File: src/rtl/fetch_pc_if.sv
// -----------------------------------------------------------------------------
// fetch_pc_if
//
// Purpose:
//   Bundles the signals between the PC/fetch stage, the instruction decoder
//   and program memory.
//
// Signals:
//   MPC          3   PC select from decoder (0 hold, 1 inc, 2 load, 3 cond jump)
//   jcond        3   jump condition code (decoder FS[2:0])
//   SR_flags     4   status flags {V,N,Z,C}
//   PC_load      16  load target for MPC=2
//   MDB_out      16  word returned by program memory for MAB
//   MAB          16  program memory address
//   PC           16  current program counter
//   IR           16  last captured instruction/extension word
//   fetch_valid  1   IR holds a word from the sequential stream
//   jump_taken   1   one-cycle pulse after a taken conditional jump
//
// Modports:
//   slave  : the fetch stage itself (consumes control/data, drives MAB/PC/IR)
//   master : the surrounding decoder + memory
// -----------------------------------------------------------------------------
interface fetch_pc_if;
  logic [2:0]  MPC;
  logic [2:0]  jcond;
  logic [3:0]  SR_flags;
  logic [15:0] PC_load;
  logic [15:0] MDB_out;
  logic [15:0] MAB;
  logic [15:0] PC;
  logic [15:0] IR;
  logic        fetch_valid;
  logic        jump_taken;

  modport slave (
    input  MPC,
    input  jcond,
    input  SR_flags,
    input  PC_load,
    input  MDB_out,
    output MAB,
    output PC,
    output IR,
    output fetch_valid,
    output jump_taken
  );

  modport master (
    output MPC,
    output jcond,
    output SR_flags,
    output PC_load,
    output MDB_out,
    input  MAB,
    input  PC,
    input  IR,
    input  fetch_valid,
    input  jump_taken
  );
endinterface : fetch_pc_if

File: src/rtl/fetch_pc.sv
// -----------------------------------------------------------------------------
// fetch_pc
//
// Purpose:
//   Program counter and instruction-fetch stage ahead of the decoder. After
//   reset it fetches the reset vector from RST_VEC, loads it into the PC, and
//   then fetches sequentially, loading or jumping as the decoder requests.
//
// Ports:
//   clk   in   system clock, all state updates on posedge
//   rst   in   asynchronous, active-high reset
//   bus   slave modport of fetch_pc_if:
//           in : MPC, jcond, SR_flags, PC_load, MDB_out
//           out: MAB, PC, IR, fetch_valid, jump_taken
//
// Parameters:
//   RST_VEC  address of the reset vector word
//   PC_RST   PC value held while reset is asserted
// -----------------------------------------------------------------------------
module fetch_pc #(
  parameter logic [15:0] RST_VEC = 16'hFFFE,
  parameter logic [15:0] PC_RST  = 16'h0000
) (
  input  logic       clk,
  input  logic       rst,
  fetch_pc_if.slave  bus
);

  // ---------------------------------------------------------------------------
  // Types and constants
  // ---------------------------------------------------------------------------
  typedef enum logic {
    S_VEC = 1'b0,   // fetching the reset vector
    S_RUN = 1'b1    // normal program fetch
  } state_e;

  localparam logic [2:0] MPC_HOLD = 3'd0;
  localparam logic [2:0] MPC_INC  = 3'd1;
  localparam logic [2:0] MPC_LOAD = 3'd2;
  localparam logic [2:0] MPC_JMP  = 3'd3;

  localparam logic [2:0] JC_JNE = 3'b000;
  localparam logic [2:0] JC_JEQ = 3'b001;
  localparam logic [2:0] JC_JNC = 3'b010;
  localparam logic [2:0] JC_JC  = 3'b011;
  localparam logic [2:0] JC_JN  = 3'b100;
  localparam logic [2:0] JC_JGE = 3'b101;
  localparam logic [2:0] JC_JL  = 3'b110;
  localparam logic [2:0] JC_JMP = 3'b111;

  // ---------------------------------------------------------------------------
  // State
  // ---------------------------------------------------------------------------
  state_e      state_q,       state_d;
  logic [15:0] pc_q,          pc_d;
  logic [15:0] ir_q,          ir_d;
  logic        fetch_valid_q, fetch_valid_d;
  logic        jump_taken_q,  jump_taken_d;

  // ---------------------------------------------------------------------------
  // Jump condition evaluation.
  // Returns {known, taken}. An unrecognised (X/Z) condition code drops to the
  // default arm and reports known=0 so the caller can hold the PC instead of
  // letting X reach it.
  // ---------------------------------------------------------------------------
  function automatic logic [1:0] eval_cond(input logic [2:0] jc,
                                           input logic [3:0] flags);
    logic v, n, z, c;
    logic [1:0] res;
    {v, n, z, c} = flags;
    res = 2'b00;
    case (jc)
      JC_JNE:  res = {1'b1, ~z};
      JC_JEQ:  res = {1'b1,  z};
      JC_JNC:  res = {1'b1, ~c};
      JC_JC:   res = {1'b1,  c};
      JC_JN:   res = {1'b1,  n};
      JC_JGE:  res = {1'b1, ~(n ^ v)};
      JC_JL:   res = {1'b1,  (n ^ v)};
      JC_JMP:  res = 2'b11;
      default: res = 2'b00;
    endcase
    return res;
  endfunction

  // ---------------------------------------------------------------------------
  // Datapath helpers
  // ---------------------------------------------------------------------------
  logic [15:0] pc_inc;
  logic [15:0] jump_offset;
  logic [15:0] pc_jump;
  logic [15:0] pc_load_even;
  logic [15:0] vec_even;
  logic        cond_known;
  logic        cond_taken;

  // All PC arithmetic wraps modulo 2^16; 0xFFFE + 2 = 0x0000 is legal.
  assign pc_inc       = pc_q + 16'd2;

  // Offset comes from the jump word in IR: 10-bit signed word count, doubled
  // into a byte offset and sign-extended to 16 bits. PC already points one
  // word past the jump word, giving the MSP430 target A + 2 + 2*offset.
  assign jump_offset  = {{5{ir_q[9]}}, ir_q[9:0], 1'b0};
  assign pc_jump      = pc_q + jump_offset;

  // Instruction addresses are word aligned; bit 0 is always dropped.
  assign pc_load_even = {bus.PC_load[15:1], 1'b0};
  assign vec_even     = {bus.MDB_out[15:1], 1'b0};

  assign {cond_known, cond_taken} = eval_cond(bus.jcond, bus.SR_flags);

  // ---------------------------------------------------------------------------
  // Next-state / output logic
  // ---------------------------------------------------------------------------
  always_comb begin
    // NOTE: every variable driven here gets a default first, so no path can
    // leave one unassigned and infer a latch.
    state_d       = state_q;
    pc_d          = pc_q;
    ir_d          = ir_q;
    fetch_valid_d = 1'b0;
    jump_taken_d  = 1'b0;

    case (state_q)
      S_VEC: begin
        // Memory is returning the reset vector word; it becomes the PC.
        pc_d    = vec_even;
        state_d = S_RUN;
      end

      S_RUN: begin
        case (bus.MPC)
          MPC_INC: begin
            ir_d          = bus.MDB_out;
            pc_d          = pc_inc;
            fetch_valid_d = 1'b1;
          end

          MPC_LOAD: begin
            // The word fetched at the old PC is captured but flagged invalid.
            ir_d = bus.MDB_out;
            pc_d = pc_load_even;
          end

          MPC_JMP: begin
            if (!cond_known) begin
              // Unknown condition code: hold, as for MPC 0/4-7.
              pc_d = pc_q;
            end else if (cond_taken) begin
              pc_d         = pc_jump;
              jump_taken_d = 1'b1;
            end else begin
              ir_d          = bus.MDB_out;
              pc_d          = pc_inc;
              fetch_valid_d = 1'b1;
            end
          end

          // MPC_HOLD, 4-7, and any X/Z select: PC and IR hold.
          default: begin
            pc_d = pc_q;
          end
        endcase
      end

      default: begin
        state_d = S_VEC;
      end
    endcase
  end

  // ---------------------------------------------------------------------------
  // State registers
  // ---------------------------------------------------------------------------
  always_ff @(posedge clk or posedge rst) begin
    if (rst) begin
      state_q       <= S_VEC;
      pc_q          <= PC_RST;
      ir_q          <= 16'h0000;
      fetch_valid_q <= 1'b0;
      jump_taken_q  <= 1'b0;
    end else begin
      // NOTE: non-blocking assignments so every register samples the values
      // from before this edge, independent of statement order.
      state_q       <= state_d;
      pc_q          <= pc_d;
      ir_q          <= ir_d;
      fetch_valid_q <= fetch_valid_d;
      jump_taken_q  <= jump_taken_d;
    end
  end

  // ---------------------------------------------------------------------------
  // Outputs. MAB is combinational so it follows the PC in the same cycle.
  // ---------------------------------------------------------------------------
  assign bus.MAB         = (state_q == S_VEC) ? RST_VEC : pc_q;
  assign bus.PC          = pc_q;
  assign bus.IR          = ir_q;
  assign bus.fetch_valid = fetch_valid_q;
  assign bus.jump_taken  = jump_taken_q;

endmodule : fetch_pc

File: src/flat_wrapper.sv
// flat-port wrapper written by rule: the top's interface ports become plain ports
module fetch_pc_flat 
#(
  parameter logic [15:0] RST_VEC = 16'hFFFE,
  parameter logic [15:0] PC_RST  = 16'h0000
)
  (clk, rst, bus_MPC, bus_jcond, bus_SR_flags, bus_PC_load, bus_MDB_out, bus_MAB, bus_PC, bus_IR, bus_fetch_valid, bus_jump_taken);
  fetch_pc_if bus_i ();
  input  logic clk;
  input  logic rst;
  input wire logic [$bits(bus_i.MPC)-1:0] bus_MPC;
  input wire logic [$bits(bus_i.jcond)-1:0] bus_jcond;
  input wire logic [$bits(bus_i.SR_flags)-1:0] bus_SR_flags;
  input wire logic [$bits(bus_i.PC_load)-1:0] bus_PC_load;
  input wire logic [$bits(bus_i.MDB_out)-1:0] bus_MDB_out;
  output wire logic [$bits(bus_i.MAB)-1:0] bus_MAB;
  output wire logic [$bits(bus_i.PC)-1:0] bus_PC;
  output wire logic [$bits(bus_i.IR)-1:0] bus_IR;
  output wire logic [$bits(bus_i.fetch_valid)-1:0] bus_fetch_valid;
  output wire logic [$bits(bus_i.jump_taken)-1:0] bus_jump_taken;
  assign bus_i.MPC = bus_MPC;
  assign bus_i.jcond = bus_jcond;
  assign bus_i.SR_flags = bus_SR_flags;
  assign bus_i.PC_load = bus_PC_load;
  assign bus_i.MDB_out = bus_MDB_out;
  assign bus_MAB = bus_i.MAB;
  assign bus_PC = bus_i.PC;
  assign bus_IR = bus_i.IR;
  assign bus_fetch_valid = bus_i.fetch_valid;
  assign bus_jump_taken = bus_i.jump_taken;
  fetch_pc #(.RST_VEC(RST_VEC), .PC_RST(PC_RST)) u_core (.clk(clk), .rst(rst), .bus(bus_i));
endmodule
File: config.mk
export PLATFORM = sky130hd
export DESIGN_NAME = fetch_pc_flat
export DESIGN_NICKNAME = d
export VERILOG_FILES = /design/src/rtl/fetch_pc_if.sv /design/src/rtl/fetch_pc.sv /design/src/flat_wrapper.sv
export SDC_FILE = /design/constraint.sdc
export NUM_CORES = 1
export LEC_CHECK = 0
export BUFFER_PORTS_ARGS = -buffer_cell sky130_fd_sc_hd__buf_2
export CAP_MARGIN = 0
export CORE_UTILIZATION = 51
export DETAILED_ROUTE_END_ITERATION = 10
export MAX_ROUTING_LAYER = met4
export PLACE_DENSITY = 0.8
export SETUP_SLACK_MARGIN = 0.3
export SLEW_MARGIN = 20
export SYNTH_ARGS = -nofsm -noshare
export SYNTH_HDL_FRONTEND = slang
export SYNTH_SLANG_ARGS = --single-unit
File: constraint.sdc
create_clock -name clk -period 3.4 [get_ports clk]
set_input_delay 0.68 -clock clk [delete_from_list [all_inputs] [get_ports clk]]
set_output_delay 0.68 -clock clk [all_outputs]
set_load 0.02 [all_outputs]
==> reports/metrics.cfg <==
[synth]
synth-edff-count = 0
synthTopCellsByArea = dfrtp_1 (32%), ha_1 (7.0%), mux2_2 (6.7%), xnor2_1 (4.9%), a21oi_1 (3.5%)
yosysTopAreaCellShare = 0.3158
yosys_warnings = 0
synth_top_flop_cell = dfrtp_1
synth.yosys.seq_area_share = 0.3158
yosysUniqueCellTypes = 54
netlist_area_sq_um = 2694
synth_largest_area_cell = dfrtp_1
avgSynthCellArea_sq_um = 8.832
synthCells = 305
ys_ff_latch = 34
synthArstFlopShare = 1.000

[clock_tree]
cts-root-buf = clkbuf_8
clkLatencyLatePin_ns = 0.30
cts_resized = 0
cts_sinks = 34
clockBufferDepth = 2
cts_buffers = 5
cts.clk_slew.worst_paths_ns = 0.08
cts_tree = done
htreeDepth = 2
post_cts_buffers = 0
cts_hold_buf = 0

[status]
status = completed

[timing]
drv_slew = 0
fmax_mhz = 338.2
fin_crit_ns = 2.957
hold_viol = 0
hold_slack_ns = 0.4614
setup_viol = 0
slew_headroom = 0.5015
skew_ns = 0.01238
worstMarginPinSlew_ns = 0.7478
grt_setup_unrepaired = no
finalSetupTns_ns = 0
layout_worst_path_cycle_share = 0.8697

[global_routing]
grt_overflow = 0
first_global_vias = 2498
grt_pass1_wl_um = 11720
grt_usage = 0.2894
antenna_found_initial = 0
grt_max_degree = 24

[die]
top_level_ports = 94
die_h_um = 74.68
core.rowCount = 26
die_x_um = 74.68
core_sq_um = 5107
die_area_sq_um = 5576
start_util = 0.5274

[critical_path]
cp_cell_sequence = ha_1 -> fa_1 -> a21o_1 -> a221o_1 -> a31oi_4 -> o31ai_1 -> a22o_1 -> and4b_1 -> a2111o_1
cp_top_family = compound AO/OA/AOI/OAI gates
slowest_delay_ns = 0.42
crit_required_ns = 3.58
setup.worst_path.start_class = register
critPathArrivalTime_ns = 3.14
critPathBufInv = 0
path_class = reg2reg
worst-path-max-fanout = 4
cp-end-kind = register
worst_path_max_delay_cell = fa_1

[min_path]
hold_path_class = in2async

[power_and_ir_drop]
ir_worst_vdd_uv = 242.3
p_per_area_nw_per_um2 = 498.5
p_leak_nw = 1.500

[final_layout]
drive_gt1_frac = 0.3182
multiInputGateArea_sq_um = 1759
seq_area_sq_um = 850.8
syn2layout_area_growth_pct = 22.62
insertedDiodeCount = 0
fillers = 455
finish.utilization = 0.6467
nNetsFinal = 455

[detailed_routing]
vias = 2767
met3_length_um = 479
vias_per_cell = 5.938
drcViolationCount = 0
wire_per_inst_um = 15.79
routed-wl-met2_um = 3584
top_layer = met4
dr.pass1.iters = 5
wirelength_met1_um = 3176
routed_wl_um = 7356
drtAntennaViolNets = 0
drt_iter0_drc = 216

[placed_design]
gp_congestion = 0.9492
hpwl_um = 5449
port_buffers = 90

[run]
cap_violations = 0

power by group:
group,switching [mW],internal (mW),total [mW]
clock,0.157,0.163,0.320
sequential,0.0806,0.463,0.544
combinational,0.446,0.337,0.783
layout by cell type, fill, tap and decap left out, types with 5 or more instances in the layout:
master / synthesis / final
dfrtp_1: 34 / 34
ha_1: 15 / 15
buf_2: 1 / 90
nor2_1: 23 / 23
nand2_1: 24 / 24
clkbuf_8: 0 / 6
xnor2_1: 15 / 15
o22ai_1: 9 / 9
mux2_2: 16 / 16
nand3_1: 12 / 12
nand2b_1: 14 / 14
a21oi_1: 19 / 19
buf_4: 2 / 6
a31oi_1: 5 / 5
a221oi_1: 9 / 9
xor2_1: 6 / 6
o21ai_0: 18 / 18
inv_1: 5 / 5
nor2b_1: 14 / 14
path summary, 6_finish.rpt:
| kind | start | to | slack, ns | cells after the start |
|---|---|---|---|---|
| max reg2reg | u_core.bus.IR[0] | u_core.bus.PC[15] | 0.44 | 9 |
| min | rst | u_core.bus.PC[1] | 0.46 | 2 |
| max in group asynchronous | rst | u_core.bus.IR[8] | 2.24 | 3 |
| min reg2reg | u_core.bus.IR[11] | u_core.bus.IR[11] | 0.50 | 1 |
| min in group clk | u_core.bus.IR[11] | u_core.bus.IR[11] | 0.50 | 1 |
| max | u_core.bus.IR[0] | u_core.bus.PC[15] | 0.44 | 9 |
synthesized netlist by cell type, types with 2 or more instances:
library cell  number
xnor2_1           15
o22ai_1            9
dfrtp_1           34
buf_4              2
a21oi_1           19
mux2i_1            2
nand2b_1          14
a31oi_1            5
and3b_1            2
conb_1             2
a21o_1             4
a221oi_1           9
o21bai_1           2
a221o_1            2
nor2b_1           14
nor2_1            23
and3_1             3
xor2_1             6
and2_1             2
nand4_1            3
o21a_1             3
ha_1              15
clkbuf_1          10
inv_1              5
nor3_1             2
a31o_2             3
mux2_2            16
o21ai_0           18
nand3_1           12
nand2_1           24
a211oi_1           2
per-layer routing:
layer | track usage | up-vias
met1 | 0.3771 | 1349
met2 | 0.4585 | 114
met5 | - | -
met3 | 0.05355 | 13
li1 | - | 1291
met4 | 0.08595 | 0
metrics by stage:
step	setup slack, ns	instance area [sq um]	total power [mW]	cells
floorplan	0.4775	2698	1.115	306
global placement	0.5036	3212	1.303	458
detailed placement	0.4676	3212	1.325	458
CTS	0.4130	3303	1.642	466
global route	0.3224	3303	1.759	466
finish	0.4431	3303	1.647	466
cells by family after synthesis:
group | after synthesis | synth area share
AO/OA/AOI/OAI | 88 | 0.2234
buffers and inverters | 19 | 0.03251
flip-flops | 34 | 0.3158
other | 2 | 0.002788
multiplexers | 18 | 0.07431
adder cells (fa/ha/maj) | 16 | 0.07710
XOR/XNOR | 21 | 0.06828
AND/OR/NAND/NOR | 107 | 0.2058
area by class of cell:
type	count	area share
clock buffers	7	0.02614
clock inverters	1	0.001515
inverters	5	0.005682
multi-input cells	253	0.5326
flip-flops and latches	34	0.2576
well taps	70	0.02652
repair buffers	96	0.1500
flip-flops by register name, summed over array words and instances, names as in the netlist:
register / flops
u_core.bus.IR: 16
u_core.bus.PC: 15
u_core.bus.fetch_valid: 1
u_core.bus.jump_taken: 1
u_core.state_q: 1
worst reg2reg max path, stage by stage, from the launching register on:
cell and delay, ns:
dfrtp_1 0.40, ha_1 0.24, fa_1 0.42, a21o_1 0.23, a221o_1 0.36, a31oi_4 0.22, o31ai_1 0.11, a22o_1 0.26
and4b_1 0.20, a2111o_1 0.38
No activity file was read; power rests on OpenSTA's default activity.
